### config.mk
export PLATFORM = sky130hd
export DESIGN_NAME = regfile_wb_arbiter
export DESIGN_NICKNAME = d
export VERILOG_FILES = /design/src/rtl/npc_wb_pkg.sv /design/src/rtl/rr_arb2.sv /design/src/rtl/regfile_wb_arbiter.sv
export SDC_FILE = /design/constraint.sdc
export NUM_CORES = 1
export LEC_CHECK = 0
export ABC_AREA = 1
export CORE_ASPECT_RATIO = 1.75
export CORE_MARGIN = 2
export CORE_UTILIZATION = 40
export DETAILED_ROUTE_END_ITERATION = 8
export GPL_TIMING_DRIVEN = 0
export HOLD_SLACK_MARGIN = 0.03
export PLACE_DENSITY = 0.66
export REMOVE_ABC_BUFFERS = 1
export SYNTH_ARGS = -nofsm -noshare
export SYNTH_HDL_FRONTEND = slang
export SYNTH_HIERARCHICAL = 1
export SYNTH_SLANG_ARGS = --single-unit
### constraint.sdc
create_clock -name clk -period 1.9 [get_ports clk]
set_input_delay 0.285 -clock clk [delete_from_list [all_inputs] [get_ports clk]]
set_output_delay 0.285 -clock clk [all_outputs]
set_load 0.02 [all_outputs]
### src/rtl/npc_wb_pkg.sv
// Shared widths and writeback-source encoding for the register-file write front end.
// No logic here.
// Not applicable.
package npc_wb_pkg;

    localparam int XLEN = 32;
    localparam int NREG = 32;
    localparam int AW   = $clog2(NREG);

    typedef enum logic {
        WB_EXU = 1'b0,
        WB_LSU = 1'b1
    } wb_src_e;

endpackage

### src/rtl/rr_arb2.sv
// Two-requester round-robin arbiter (EXU vs LSU) with a last-grant flop.
// Grant is combinational from the requests; the last-grant flop updates on the clock edge.
// The grant doubles as ready, and a grant always completes a handshake, so the arbiter never stalls.
module rr_arb2
    import npc_wb_pkg::*;
(
    input  logic clk,
    input  logic rst,
    input  logic reqExu,
    input  logic reqLsu,
    output logic gntExu,
    output logic gntLsu
);

    wb_src_e rrLast;

    // Grant the lone requester; on a tie, grant whichever source did not win last. No grants while in reset.
    always_comb begin
        gntExu = 1'b0;
        gntLsu = 1'b0;
        if (rst) begin
            if (reqExu && reqLsu) begin
                if (rrLast == WB_LSU) begin
                    gntExu = 1'b1;
                end else begin
                    gntLsu = 1'b1;
                end
            end else begin
                gntExu = reqExu;
                gntLsu = reqLsu;
            end
        end
    end

    // Remember the last winner. Reset favours EXU on the first tie.
    always_ff @(posedge clk) begin
        if (!rst) begin
            rrLast <= WB_LSU;
        end else if (gntExu) begin
            rrLast <= WB_EXU;
        end else if (gntLsu) begin
            rrLast <= WB_LSU;
        end
    end

endmodule

### src/rtl/regfile_wb_arbiter.sv
// Merges EXU/LSU writeback onto the single regfile write port and keeps the per-register busy scoreboard.
// Latency: one cycle from handshake to wb_wen/wb_addr/wb_data; the busy bit clears on the edge that commits the write.
// Producers see ready = grant and the output stage never stalls. Issue stalls (issue_ready=0) while its destination is busy.
module regfile_wb_arbiter
    import npc_wb_pkg::*;
(
    input  logic            clk,
    input  logic            rst,
    input  logic            exu_valid,
    output logic            exu_ready,
    input  logic [AW-1:0]   exu_rd,
    input  logic [XLEN-1:0] exu_data,
    input  logic            lsu_valid,
    output logic            lsu_ready,
    input  logic [AW-1:0]   lsu_rd,
    input  logic [XLEN-1:0] lsu_data,
    output logic [AW-1:0]   wb_addr,
    output logic [XLEN-1:0] wb_data,
    output logic            wb_wen,
    input  logic            issue_valid,
    output logic            issue_ready,
    input  logic [AW-1:0]   issue_rd,
    input  logic [AW-1:0]   rs1_addr,
    input  logic [AW-1:0]   rs2_addr,
    output logic            rs1_busy,
    output logic            rs2_busy
);

    logic            gntExu;
    logic            gntLsu;
    logic            wbFire;
    logic [AW-1:0]   winRd;
    logic [XLEN-1:0] winData;
    logic            wbWenQ;
    logic [NREG-1:0] busy;
    logic            issueFire;

    rr_arb2 u_arb (
        .clk    (clk),
        .rst    (rst),
        .reqExu (exu_valid),
        .reqLsu (lsu_valid),
        .gntExu (gntExu),
        .gntLsu (gntLsu)
    );

    assign exu_ready = gntExu;
    assign lsu_ready = gntLsu;
    assign wbFire    = gntExu | gntLsu;
    assign winRd     = gntExu ? exu_rd   : lsu_rd;
    assign winData   = gntExu ? exu_data : lsu_data;

    // Gate the strobe with reset so a result in flight when reset arrives never reaches the regfile.
    assign wb_wen = wbWenQ & rst;

    // Output register: capture the winning result. A write to x0 is accepted but never strobes.
    always_ff @(posedge clk) begin
        if (!rst) begin
            wbWenQ  <= 1'b0;
            wb_addr <= '0;
            wb_data <= '0;
        end else if (wbFire) begin
            wbWenQ  <= (winRd != '0);
            wb_addr <= winRd;
            wb_data <= winData;
        end else begin
            wbWenQ  <= 1'b0;
        end
    end

    // An issue whose destination is already pending is held off, except when that pending write commits this cycle.
    assign issue_ready = rst & ((issue_rd == '0) | !busy[issue_rd] | (wbWenQ & (wb_addr == issue_rd)));
    assign issueFire   = issue_valid & issue_ready;

    // Scoreboard: clear on the committing edge, then set from issue; a set wins over a clear on the same register.
    always_ff @(posedge clk) begin
        if (!rst) begin
            busy <= '0;
        end else begin
            if (wbWenQ && (wb_addr != '0)) begin
                busy[wb_addr] <= 1'b0;
            end
            if (issueFire && (issue_rd != '0)) begin
                busy[issue_rd] <= 1'b1;
            end
        end
    end

    // Hazard queries read the flops directly; a clear becomes visible only the cycle after the write.
    assign rs1_busy = rst & (rs1_addr != '0) & busy[rs1_addr];
    assign rs2_busy = rst & (rs2_addr != '0) & busy[rs2_addr];

endmodule

Yosys cells after proc, flatten, opt, wreduce, memory -nomap -nowiden
Index checks and enable logic that the tools add are counted.

operators by class
  magnitude comparators = 6
  mux-type cells = 23
  reduce and logical (&&, ||, !) cells = 14
  equality and inequality tests = 1
  bitwise logic cells = 14

operators with widths
  cell                number
  $mux 32             4
  $and 32x32->32      1
  $not 32->32         1
  $or 32x32->32       1
  $reduce_bool 5->1   5
  $lt 5x6->1 const B  4
  $bmux 1 s5          3
  $mux 1              13
  $demux 1 s5         2
  $ge 5x1->1 const B  2
  $and 1x1->1         8
  $eq 5x5->1          1
  $logic_and 1x1->1   5
  $logic_not 5->1     1
  $mux 5              1
  $or 1x1->1          3
  $reduce_and 2->1    1
  $reduce_bool 2->1   1
  $logic_not 1->1     1

storage, ports and cells
  input port bits = 94
  output and inout port bits = 43
  logic and storage cells = 63
  register bits after elaboration = 71

Logic depth before layout (Yosys ltp)
Gate-level depths: netlist (run 1).

  depth in word-level cells = 10
  gate-level depth with buffers = 14

By module
Netlist (run 1), hierarchy kept.

modules (own cells, without submodules)
  module              times used  area each (sq um)  seq. area each (sq um)  cells each
  regfile_wb_arbiter  1           4,403.0            1,401.3                 734
  rr_arb2             1           57.6               20.0                    10

Worst setup path before layout (run 1)
No wires, ideal clock.

  path kind = in2out
  start = in rs2_addr[0]
  end = out rs2_busy
  stages = 9
  required time = 1.615 ns
  slack = 0.048 ns
  arrival time = 1.567 ns
  cells stage by stage = clkbuf_1 inv_2 clkbuf_1 nor2_1 o221ai_1 nand3_1 nand3_1 nand2_1 a21oi_1

on the way
  cells in the longest elaborated chain, start to end = 3
  elaborated cells on any way between the ends = 5

RTL lines
  element                                                      line                      RTL
  from (decl)                                                  regfile_wb_arbiter.sv:24  input logic [AW-1:0] rs2_addr,
  $bmux 1 s5 or $reduce_bool 5->1 (tied branches)              regfile_wb_arbiter.sv:91  assign rs2_busy = rst & (rs2_addr != '0) & busy[rs2_addr];
  $mux 1 (not written as such) or $and 1x1->1 (tied branches)  regfile_wb_arbiter.sv:91
  $and 1x1->1 *                                                regfile_wb_arbiter.sv:91
  to (decl)                                                    regfile_wb_arbiter.sv:26  output logic rs2_busy

Every way passes the cells marked *; elsewhere a longest branch is shown, timed or not. The select of a mux whose other input is x is not followed.

Worst setup path in the final report (run 1)
  start = reg busy[10]
  end = out issue_ready

on the way
  cells in the longest elaborated chain, start to end = 6

RTL lines
  element                            line                      RTL
  from (decl)                        regfile_wb_arbiter.sv:35  logic [NREG-1:0] busy;
  from (signal assigned)             regfile_wb_arbiter.sv:78  busy <= '0;
  from (signal, indexed assignment)  regfile_wb_arbiter.sv:81  busy[wb_addr] <= 1'b0;
  from (signal, indexed assignment)  regfile_wb_arbiter.sv:84  busy[issue_rd] <= 1'b1;
  $bmux 1 s5                         regfile_wb_arbiter.sv:72  assign issue_ready = rst & ((issue_rd == '0) | !busy[issue_rd] | (wbWenQ & (wb_addr == issue_rd)));
  $mux 1 (not written as such)       regfile_wb_arbiter.sv:72
  $logic_not 1->1                    regfile_wb_arbiter.sv:72
  $or 1x1->1 (2 in a row)            regfile_wb_arbiter.sv:72
  $and 1x1->1                        regfile_wb_arbiter.sv:72
  to (decl)                          regfile_wb_arbiter.sv:21  output logic issue_ready,

Every way passes these cells. The select of a mux whose other input is x is not followed.

==> out/metrics.csv, run 1 <==
stage,metric,value,unit
cells_and_area,Finished Cell Area,6530,µm²
place,dpl ws,-1520,ps
timing,Slew Limit Fails,0,
timing,Fin. Hold Viols,0,
die,Die Height,144,µm
power,VDD IR max,0.521,mV
drt,drt wl/cell,17.4,µm
timing,Setup Viol. Count Final,0,
synth,Synth top area share,0.319,
critical_path,FF-to-FF Start,u_arb/rrLast,
critical_path,most frequent CP cell,nand2_2,
timing,period utilization,0.993,
synth,most common library cells after synthesis,"nand2_1, nand3_1, nor2_1",
drt,routed wl met3,1610,µm
cells_and_area,post-route insts no fill,1003,
critical_path,slowest CP cell,dfxtp_2,
global_routing,antenna violations before repair,0,
synth,fraction of registers with async set/reset,0,
timing,Fin Setup TNS,0,ps
synth,synthesized flop and latch total,71,
min_path,Hold Crit Class,input port to flip-flop,
cells_and_area,Storage cell area,1470,µm²
status,outcome,finished clean,
cells_and_area,layout cells sized above 1,0.139,
drt,Final Routed Wirelength,17500,µm
drt,Iter 0 DRT Violations,545,
critical_path,Worst Path Max Fanout,4,
cts,H-tree Lvls,3,
synth,post-synthesis cell type count,27,
cells_and_area,filler cell count,1059,
die,full die area,12000,µm²
critical_path,"Critical Path, Cell by Cell",nand2_2 > nand2_1 > nand2_1 > nand2_1 > nand2_2 > nand2_2 > nor2_4 > nand2_2 > a21oi_2 > buf_4,
critical_path,Worst setup SP type,flip-flop,
min_path,hold wc startpoint,rst,
critical_path,biggest cell delay along the critical path,340,ps
cells_and_area,final core area utilization,0.595,
synth,Avg Inst Size Synth,6.00,µm²
timing,Tmin final,1890,ps
cts,Max Buffers Root-to-Sink,2,
synth,Most used DFF post-synth,dfxtp_1,
power,P per Cell Area,669,nW/µm²
drt,via count,5739,
critical_path,Worst R2R End,wbWenQ,
timing,"Worst Setup Slack, final",13.6,ps
global_routing,GR Overflow Total,0,
global_routing,vias in the first global route,5443,
cts,clk_lat worst skew,340,ps
synth,Synth Cell Area,4460,µm²
cts,CTS Buf Count,9,
global_routing,GR Util All Layers,0.290,
min_path,hold-critical path depth,2,
timing,Worst Clk Skew,4.74,ps
timing,worst rel slew slack,0.357,
place,detailed-placement wirelength estimate,11900,µm
synth,most frequent cell after synthesis,nand2_1,
cells_and_area,Layout Area Growth over Synthesis,46.3,%
job,maximum capacitance violations,0,
timing,maximum clock rate,530,MHz
synth,synth warn,6,
drt,vias per std cell,5.72,
critical_path,R2R Setup Slk,130,ps
die,Initial Utilization,0.406,
cts,clock sinks,71,
drt,DR WL met2,8810,µm
die,row count,51,
critical_path,Crit path arrival time,1600,ps
critical_path,Critical Path End Type,output pin,
drt,post-route DRC violation count,0,
synth,sequential area share after synthesis,0.319,
die,die width,83.8,µm
place,dpl cells,972,
cts,root buffer cell,clkbuf_16,
global_routing,largest net degree at the start of global routing,50,
critical_path,critical path data required time,1620,ps
cells_and_area,area of the multi-input gates,2740,µm²
drt,drt first pass iters,5,
place,Port Buf Inserts,136,
power,Leak Pwr,0.00284,µW
min_path,WHS Endpoint,u_arb/rrLast,
cts,hold buffers post-CTS,0,
synth,"area leader, netlist",dfxtp_1,
timing,RSZ-0062 raised after global routing,true,
critical_path,critical path class,flip-flop to output pin,
drt,Met1 Wirelength,6110,µm
drt,"antenna viol nets, final",0,
drt,uppermost layer routed,met4,
critical_path,worst r2r path cells,7,
synth,Synth Instances,744,
cts,clock input transition at the sequential cells of the worst setup and hold paths,60,ps
cts,CTS tree,built,
global_routing,first-pass GRT wire length,27700,µm
place,area post-placement,5880,µm²
synth,"top cells by area, synth","dfxtp_1, nand2_1, nand3_1",
die,IO Count,137,
timing,Worst-Margin Slew,963,ps
synth,Post-synth EDFFs,0,
cells_and_area,nets,961,
die,CORE AREA,11000,µm²
cells_and_area,Antenna diodes,0,
place,gpl congestion,1.02,
==> critical path, delay by kind of cell (launching register included) <==
family                 cells  cell delay (ps)
and+or+nand+nor            8              570
DFF                        1              340
AOI/OAI and AO/OA          1              170
buffers and inverters      1              160
==> worst max path at each step <==
stage,start,endpoint,slack [ps]
6_report,busy[10],issue_ready,10
3_3_place_gp,rst,wbWenQ,-6530
4_1_cts,issue_rd[4],issue_ready,-30
2_1_floorplan,u_arb/rrLast,wbWenQ,-2540
3_5_place_dp,issue_rd[0],issue_ready,-1520
5_1_grt,busy[10],issue_ready,-60
==> power by group <==
| group | internal [µW] | switching (µW) | total, µW |
|---|---|---|---|
| Clock | 1040 | 663 | 1710 |
| Sequential | 1550 | 60.1 | 1610 |
| Combinational | 457 | 589 | 1050 |
| Total | 3050 | 1310 | 4360 |
==> registers in the layout (all words and copies together), names as in the netlist <==
signal,count
wb_data,32
u_arb/rrLast,1
busy,32
wb_addr,5
wbWenQ,1
==> stage by stage <==
| stage | hold WS [ps] | total power [µW] |
|---|---|---|
| floorplan | 370 | 2060 |
| global placement | 470 | 2560 |
| detailed placement | 470 | 2590 |
| CTS | 238 | 4350 |
| global route | 273 | 4540 |
| finish | 259 | 4360 |
==> logic make-up (layout without fill, tap and decap cells) <==
group                  count (synthesis)  count (layout)  synth area share
AO/OA/AOI/OAI                        129             130             0.164
XOR/XNOR                               1               1           0.00196
buffers and inverters                114             240             0.104
flip-flops                            71              71             0.319
multiplexers                           3               3           0.00673
AND/OR/NAND/NOR                      426             426             0.405
==> cell usage in the layout (no fill, tap or decap), drive strengths merged <==
cell type / netlist / layout
nand2: 224 / 224
clkdlybuf4s50: 0 / 116
nand3: 83 / 83
nor2: 72 / 72
dfxtp: 71 / 71
inv: 69 / 69
o21ai: 58 / 58
a21oi: 42 / 43
nand4: 32 / 32
buf: 14 / 23
o221ai: 15 / 15
nor3: 14 / 14
clkbuf: 29 / 13
o21bai: 7 / 7
dlygate4sd2: 0 / 4
clkinvlp: 0 / 4
clkinv: 2 / 4
mux2i: 3 / 3
clkdlybuf4s15: 0 / 3
o22ai: 2 / 2
a31oi: 2 / 2
dlymetal6s2s: 0 / 2
xor2: 1 / 1
o211ai: 1 / 1
o41ai: 1 / 1
or2: 1 / 1
a211oi: 1 / 1
bufinv: 0 / 1
bufbuf: 0 / 1
==> cell type report <==
cell class | instances | area share
multi-input combinational | 560 | 0.419
timing repair buffer | 152 | 0.236
sequential | 71 | 0.226
inverter | 71 | 0.0460
clock buffer | 10 | 0.0366
tap | 132 | 0.0253
clock inverter | 5 | 0.00901
timing repair inverter | 2 | 0.00173
==> routing by layer <==
metal | GRT usage | vias to the layer above
met1 | 0.297 | 2616
li1 | - | 2725
met2 | 0.523 | 323
met4 | 0.166 | 0
met3 | 0.0833 | 75
met5 | 0 | -
==> timing repair <==
action,CTS,global route
endpoints found under the setup margin,75,55
gates resized for setup,90,73
pin swaps,8,19
gates cloned,4,0
endpoints found under the hold margin,0,0
setup buffers,5,7
No activity file was read; power rests on OpenSTA's default activity.
==> run 2: changes to the inputs <==
==> constraint.sdc (replaced) <==
create_clock -name clk -period 1.9 [get_ports clk]
set_input_delay 0.19 -clock clk [delete_from_list [all_inputs] [get_ports clk]]
set_output_delay 0.19 -clock clk [all_outputs]
set_load 0.02 [all_outputs]
==> run 2 against run 1 <==
- critical path depth down 6
- wire length down 0.70%
- clock-buffer cell count unchanged
- highest routed layer unchanged
==> out/metrics.csv, run 2 (synthesized netlist as in run 1, its figures left out) <==
stage,metric,value,unit
status,outcome,finished clean,
cells_and_area,nets,960,
critical_path,Worst setup SP type,flip-flop,
power,Net Sw Power,1290,µW
drt,drt first pass iters,5,
timing,Fin Setup TNS,0,ps
power,P per Cell Area,673,nW/µm²
power,Clock power frac,0.390,
timing,Fin. Hold Viols,0,
drt,drt wl/cell,17.3,µm
power,sequential power share,0.372,
cells_and_area,area of the multi-input gates,2710,µm²
cts,root buffer cell,clkbuf_16,
job,maximum capacitance violations,0,
timing,period utilization,0.960,
die,IO Count,137,
drt,"antenna viol nets, final",0,
drt,Iter 0 DRT Violations,547,
timing,Worst-Margin Slew,975,ps
cts,clock input transition at the sequential cells of the worst setup and hold paths,60,ps
global_routing,GR Overflow Total,0,
global_routing,largest net degree at the start of global routing,50,
critical_path,worst r2r path cells,7,
timing,Worst Clk Skew,5.24,ps
cts,Max Buffers Root-to-Sink,2,
critical_path,critical path data required time,1710,ps
critical_path,slowest CP cell,dfxtp_2,
critical_path,Critical Path End Type,output pin,
die,CORE AREA,11000,µm²
global_routing,vias in the first global route,5416,
min_path,hold-critical path depth,2,
cts,clk_lat worst skew,330,ps
drt,post-route DRC violation count,0,
die,die width,83.8,µm
cts,clock sinks,71,
cells_and_area,final core area utilization,0.587,
timing,Tmin final,1820,ps
cells_and_area,filler cell count,1073,
cells_and_area,"commonest non-fill, non-tap cell in the layout",nand2_1,
timing,worst rel slew slack,0.349,
power,VDD IR max,0.521,mV
power,internal power,3050,µW
timing,maximum clock rate,549,MHz
critical_path,"Critical Path, Cell by Cell",inv_1 > a21oi_4 > buf_12 > dlygate4sd2_1,
cts,CTS Buf Count,9,
critical_path,Worst Path Max Fanout,17,
die,row count,51,
timing,Slew Limit Fails,0,
drt,via count,5658,
power,Final Power,4340,µW
power,Combinational Power Share,0.238,
critical_path,Crit path arrival time,1630,ps
place,gpl congestion,1.02,
drt,vias per std cell,5.65,
cells_and_area,Layout Area Growth over Synthesis,44.5,%
place,dpl ws,-1370,ps
global_routing,antenna violations before repair,0,
place,Port Buf Inserts,136,
place,detailed-placement wirelength estimate,11900,µm
cells_and_area,Finished Cell Area,6450,µm²
cells_and_area,biggest regs,"busy (32), wb_data (32), wb_addr (5)",
place,area post-placement,5880,µm²
min_path,Hold Crit Class,input port to flip-flop,
die,Die Height,144,µm
cells_and_area,most frequent cells in the layout,"nand2_1, clkdlybuf4s50_1, nand3_1",
cells_and_area,Storage cell area,1450,µm²
cts,CTS tree,built,
timing,"Worst Setup Slack, final",76.9,ps
cells_and_area,layout cells sized above 1,0.111,
cts,H-tree Lvls,3,
critical_path,biggest cell delay along the critical path,420,ps
critical_path,critical path class,flip-flop to output pin,
die,full die area,12000,µm²
power,switching share of power,0.297,
timing,Setup Viol. Count Final,0,
global_routing,GR Util All Layers,0.288,
power,Leak Pwr,0.00279,µW
cells_and_area,Antenna diodes,0,
global_routing,first-pass GRT wire length,27500,µm
die,Initial Utilization,0.406,
drt,Final Routed Wirelength,17400,µm
## run 2: changes by cell type in the layout (fill, tap and decap cells not counted), moves of 3 or more
cell | before | now
o21ai_2 | 4 | 0
clkdlybuf4s50_1 | 116 | 119
o21ai_1 | 12 | 7
dfxtp_2 | 24 | 16
inv_4 | 4 | 1
dlygate4sd2_1 | 4 | 7
dfxtp_4 | 6 | 1
dfxtp_1 | 41 | 54
o21ai_0 | 42 | 51
## run 2: power groups by stage
stage	registers [µW]	clock network (µW)	logic, µW
global route	1620	1790	1120
finish	1620	1690	1030
detailed placement	1640	0	950
global placement	1640	0	922
CTS	1610	1740	989
floorplan	1690	0	361
## run 2: path summary, 6_finish.rpt
check / from / slack, ps / endpoint
max reg2reg: u_arb/rrLast / 120 / wbWenQ
min reg2reg: busy[0] / 470 / busy[0]
max: u_arb/rrLast / 80 / exu_ready
min: rst / 240 / u_arb/rrLast
## run 2: area by class of cell
cell class | instances | share of cell area
clock buffer | 10 | 0.0371
clock inverter | 5 | 0.00912
inverter | 71 | 0.0460
multi-input combinational | 560 | 0.420
sequential | 71 | 0.224
tap | 132 | 0.0256
timing repair buffer | 151 | 0.237
timing repair inverter | 2 | 0.00155
## run 2: routing by layer
metal  part of all wire  global-route usage
met1               0.36               0.294
met2               0.51               0.513
met3              0.085              0.0862
met4              0.052               0.176
met5                  0                   0
## run 2: worst max-delay path, delay by kind of cell, from the launching register on
kind	cells	cell delay, ps
AO/OA/AOI/OAI	1	200
buffers and inverters	3	660
flip-flops	1	420
## run 2: stage by stage
step	hold WS, ps	cells
finish	243	1002
global route	254	1002
CTS	212	994
detailed placement	470	972
global placement	470	969
floorplan	275	701
## run 2: what timing repair did
action                     4_1_cts  5_1_grt
resized for setup               64       41
gates cloned                     3        1
hold buffers                     0        0
setup endpoints to repair       75       42
pin swaps                        6       14
setup buffers                    4        7
==> run 3: changes to the inputs <==
ABC_AREA = default   (was 1)
PLACE_DENSITY = 0.67   (was 0.66)
==> run 3 against run 2 <==
- the flow now finishes with violations (setup timing)
- critical path depth is 1 higher
- design area shrank 2.3%
- global-route usage is 3.8 points lower
- via count is 25% lower
- flip-flop and latch count unchanged
==> out/metrics.csv, run 3 <==
stage,metric,value,unit
timing,worst rel slew slack,0.422,
cells_and_area,Layout Area Growth over Synthesis,46.2,%
cells_and_area,final core area utilization,0.596,
synth,fraction of registers with async set/reset,0,
global_routing,GR Util All Layers,0.250,
critical_path,R2R Setup Slk,0,ps
min_path,Hold Crit Class,input port to flip-flop,
drt,drt first pass iters,5,
timing,RSZ-0062 raised after global routing,true,
cts,Max Buffers Root-to-Sink,2,
timing,Setup Viol. Count Final,3,
critical_path,Worst Path Max Fanout,4,
die,row count,50,
cells_and_area,area of the multi-input gates,2840,µm²
synth,Most used DFF post-synth,dfxtp_1,
drt,post-route DRC violation count,0,
cts,root buffer cell,clkbuf_16,
drt,"antenna viol nets, final",0,
cts,H-tree Lvls,3,
cts,clock sinks,71,
die,CORE AREA,10600,µm²
synth,synthesized flop and latch total,71,
synth,most frequent cell after synthesis,nand2_1,
synth,sequential area share after synthesis,0.330,
cells_and_area,Antenna diodes,0,
timing,Fin. Hold Viols,0,
global_routing,antenna violations before repair,0,
cts,CTS Buf Count,9,
timing,period utilization,1.12,
timing,Fin Setup TNS,-682,ps
critical_path,critical path data required time,1710,ps
cells_and_area,layout cells sized above 1,0.213,
critical_path,worst r2r path cells,8,
timing,Slew Limit Fails,0,
timing,maximum clock rate,469,MHz
synth,Avg Inst Size Synth,8.88,µm²
drt,Final Routed Wirelength,15100,µm
power,Leak Pwr,0.00223,µW
power,Final Power,4210,µW
global_routing,largest net degree at the start of global routing,32,
critical_path,"Buf+Inv Stages, Crit Path",1,
synth,Post-synth EDFFs,0,
timing,Fin Hold WS,195,ps
critical_path,WP depth,5,
critical_path,Critical Path End Type,output pin,
global_routing,GR Overflow Total,0,
critical_path,cell family with most CP delay,multiplexers,
critical_path,"Critical Path, Cell by Cell",mux4_2 > mux4_2 > nand3b_1 > nand2_1 > buf_6,
die,IO Count,137,
place,Port Buf Inserts,136,
critical_path,Worst setup SP type,flip-flop,
timing,Worst-Margin Slew,863,ps
cts,clock input transition at the sequential cells of the worst setup and hold paths,60,ps
die,Die Height,141,µm
critical_path,most frequent CP cell,mux4_2,
power,VDD IR max,0.574,mV
cells_and_area,Storage cell area,1440,µm²
min_path,hold-critical path depth,2,
die,die width,82.4,µm
cells_and_area,most frequent cells in the layout,"clkdlybuf4s50_1, nand2_1, dfxtp_1",
cts,clk_lat worst skew,340,ps
cells_and_area,"commonest non-fill, non-tap cell in the layout",clkdlybuf4s50_1,
cells_and_area,biggest regs,"busy (32), wb_data (32), wb_addr (5)",
cts,hold buffers post-CTS,0,
place,detailed-placement wirelength estimate,10100,µm
place,dpl ws,-1680,ps
global_routing,vias in the first global route,4156,
synth,Synth top area share,0.330,
critical_path,Crit path arrival time,1940,ps
critical_path,FF-to-FF Start,busy[15],
cells_and_area,filler cell count,921,
timing,Tmin final,2130,ps
drt,drt wl/cell,20.3,µm
job,maximum capacitance violations,0,
drt,via count,4271,
die,Initial Utilization,0.407,
cells_and_area,nets,700,
synth,post-synthesis cell type count,42,
critical_path,Worst R2R End,busy[11],
critical_path,slowest CP cell,mux4_2,
place,gpl congestion,0.960,
synth,synth warn,6,
critical_path,biggest cell delay along the critical path,490,ps
synth,Synth Cell Area,4310,µm²
timing,"Worst Setup Slack, final",-234,ps
drt,Iter 0 DRT Violations,259,
critical_path,critical path class,flip-flop to output pin,
min_path,hold wc startpoint,rst,
drt,vias per std cell,5.76,
timing,Worst Clk Skew,7.12,ps
synth,Synth Instances,485,
status,outcome,"finished, violations left",
die,full die area,11600,µm²
power,P per Cell Area,669,nW/µm²
synth,"area leader, netlist",dfxtp_1,
synth,"top cells by area, synth","dfxtp_1, mux2i_1, mux4_2",
status,failing checks,setup timing,
min_path,WHS Endpoint,wbWenQ,
cts,CTS tree,built,
global_routing,first-pass GRT wire length,21500,µm
synth,most common library cells after synthesis,"nand2_1, dfxtp_1, mux2i_1",
==> run 3: stage by stage <==
| stage | cells | cell area, µm² |
|---|---|---|
| 4_1_cts | 737 | 6190 |
| 3_3_place_gp | 712 | 5630 |
| 6_report | 741 | 6300 |
| 3_5_place_dp | 716 | 5730 |
| 5_1_grt | 741 | 6300 |
| 2_1_floorplan | 446 | 4110 |
==> run 3: area by class of cell <==
type,count,share of cell area
timing repair buffer,146,0.243
multi-input combinational,375,0.451
clock buffer,13,0.0429
sequential,71,0.229
tap,130,0.0258
inverter,3,0.00179
clock inverter,3,0.00636
==> run 3: what timing repair did <==
| item | CTS | global route |
|---|---|---|
| buffers inserted | 3 | 1 |
| endpoints found under the setup margin | 49 | 35 |
| gates resized for setup | 68 | 35 |
| pin swaps | 5 | 3 |
| gates cloned | 2 | 3 |
==> run 3: routing by layer <==
| metal | up-vias | share of wire | GRT usage |
|---|---|---|---|
| li1 | 2008 | - | - |
| met1 | 1951 | 0.35 | 0.260 |
| met2 | 245 | 0.48 | 0.421 |
| met3 | 67 | 0.11 | 0.0725 |
| met4 | 0 | 0.063 | 0.168 |
| met5 | - | 0 | 0 |
==> run 3: how the worst max path moves through the flow <==
stage                            start    endpoint  slack (ps)
after global routing          busy[11]    rs1_busy        -320
final                         busy[14]    rs2_busy        -230
after detailed placement   issue_rd[0]    busy[24]       -1680
after global placement             rst   lsu_ready       -5540
after CTS                     busy[15]    rs2_busy        -250
after floorplan           u_arb/rrLast  wb_addr[0]       -2050
==> run 3: logic make-up after synthesis <==
group                     count (synthesis)  synth area share
AOI/OAI and AO/OA                       107             0.172
xor gates and xnor gates                  5            0.0102
buffers and inverters                    42            0.0485
DFF                                      71             0.330
muxes                                    71             0.225
and+or+nand+nor                         189             0.214
==> run 3: where the power goes <==
part / total, µW / switching [µW] / internal [µW] / leakage, µW
clock: 1750 / 630 / 1120 / 0.000156
combinational: 848 / 398 / 450 / 0.00149
sequential: 1610 / 56.1 / 1560 / 0.000587
==> run 3: worst reg2reg max path: cells and delay by family, from the launching register on <==
family,cells,cell delay [ps]
compound gates,3,660
buf+inv,2,320
flops,1,320
mux,1,220
simple gates,2,290
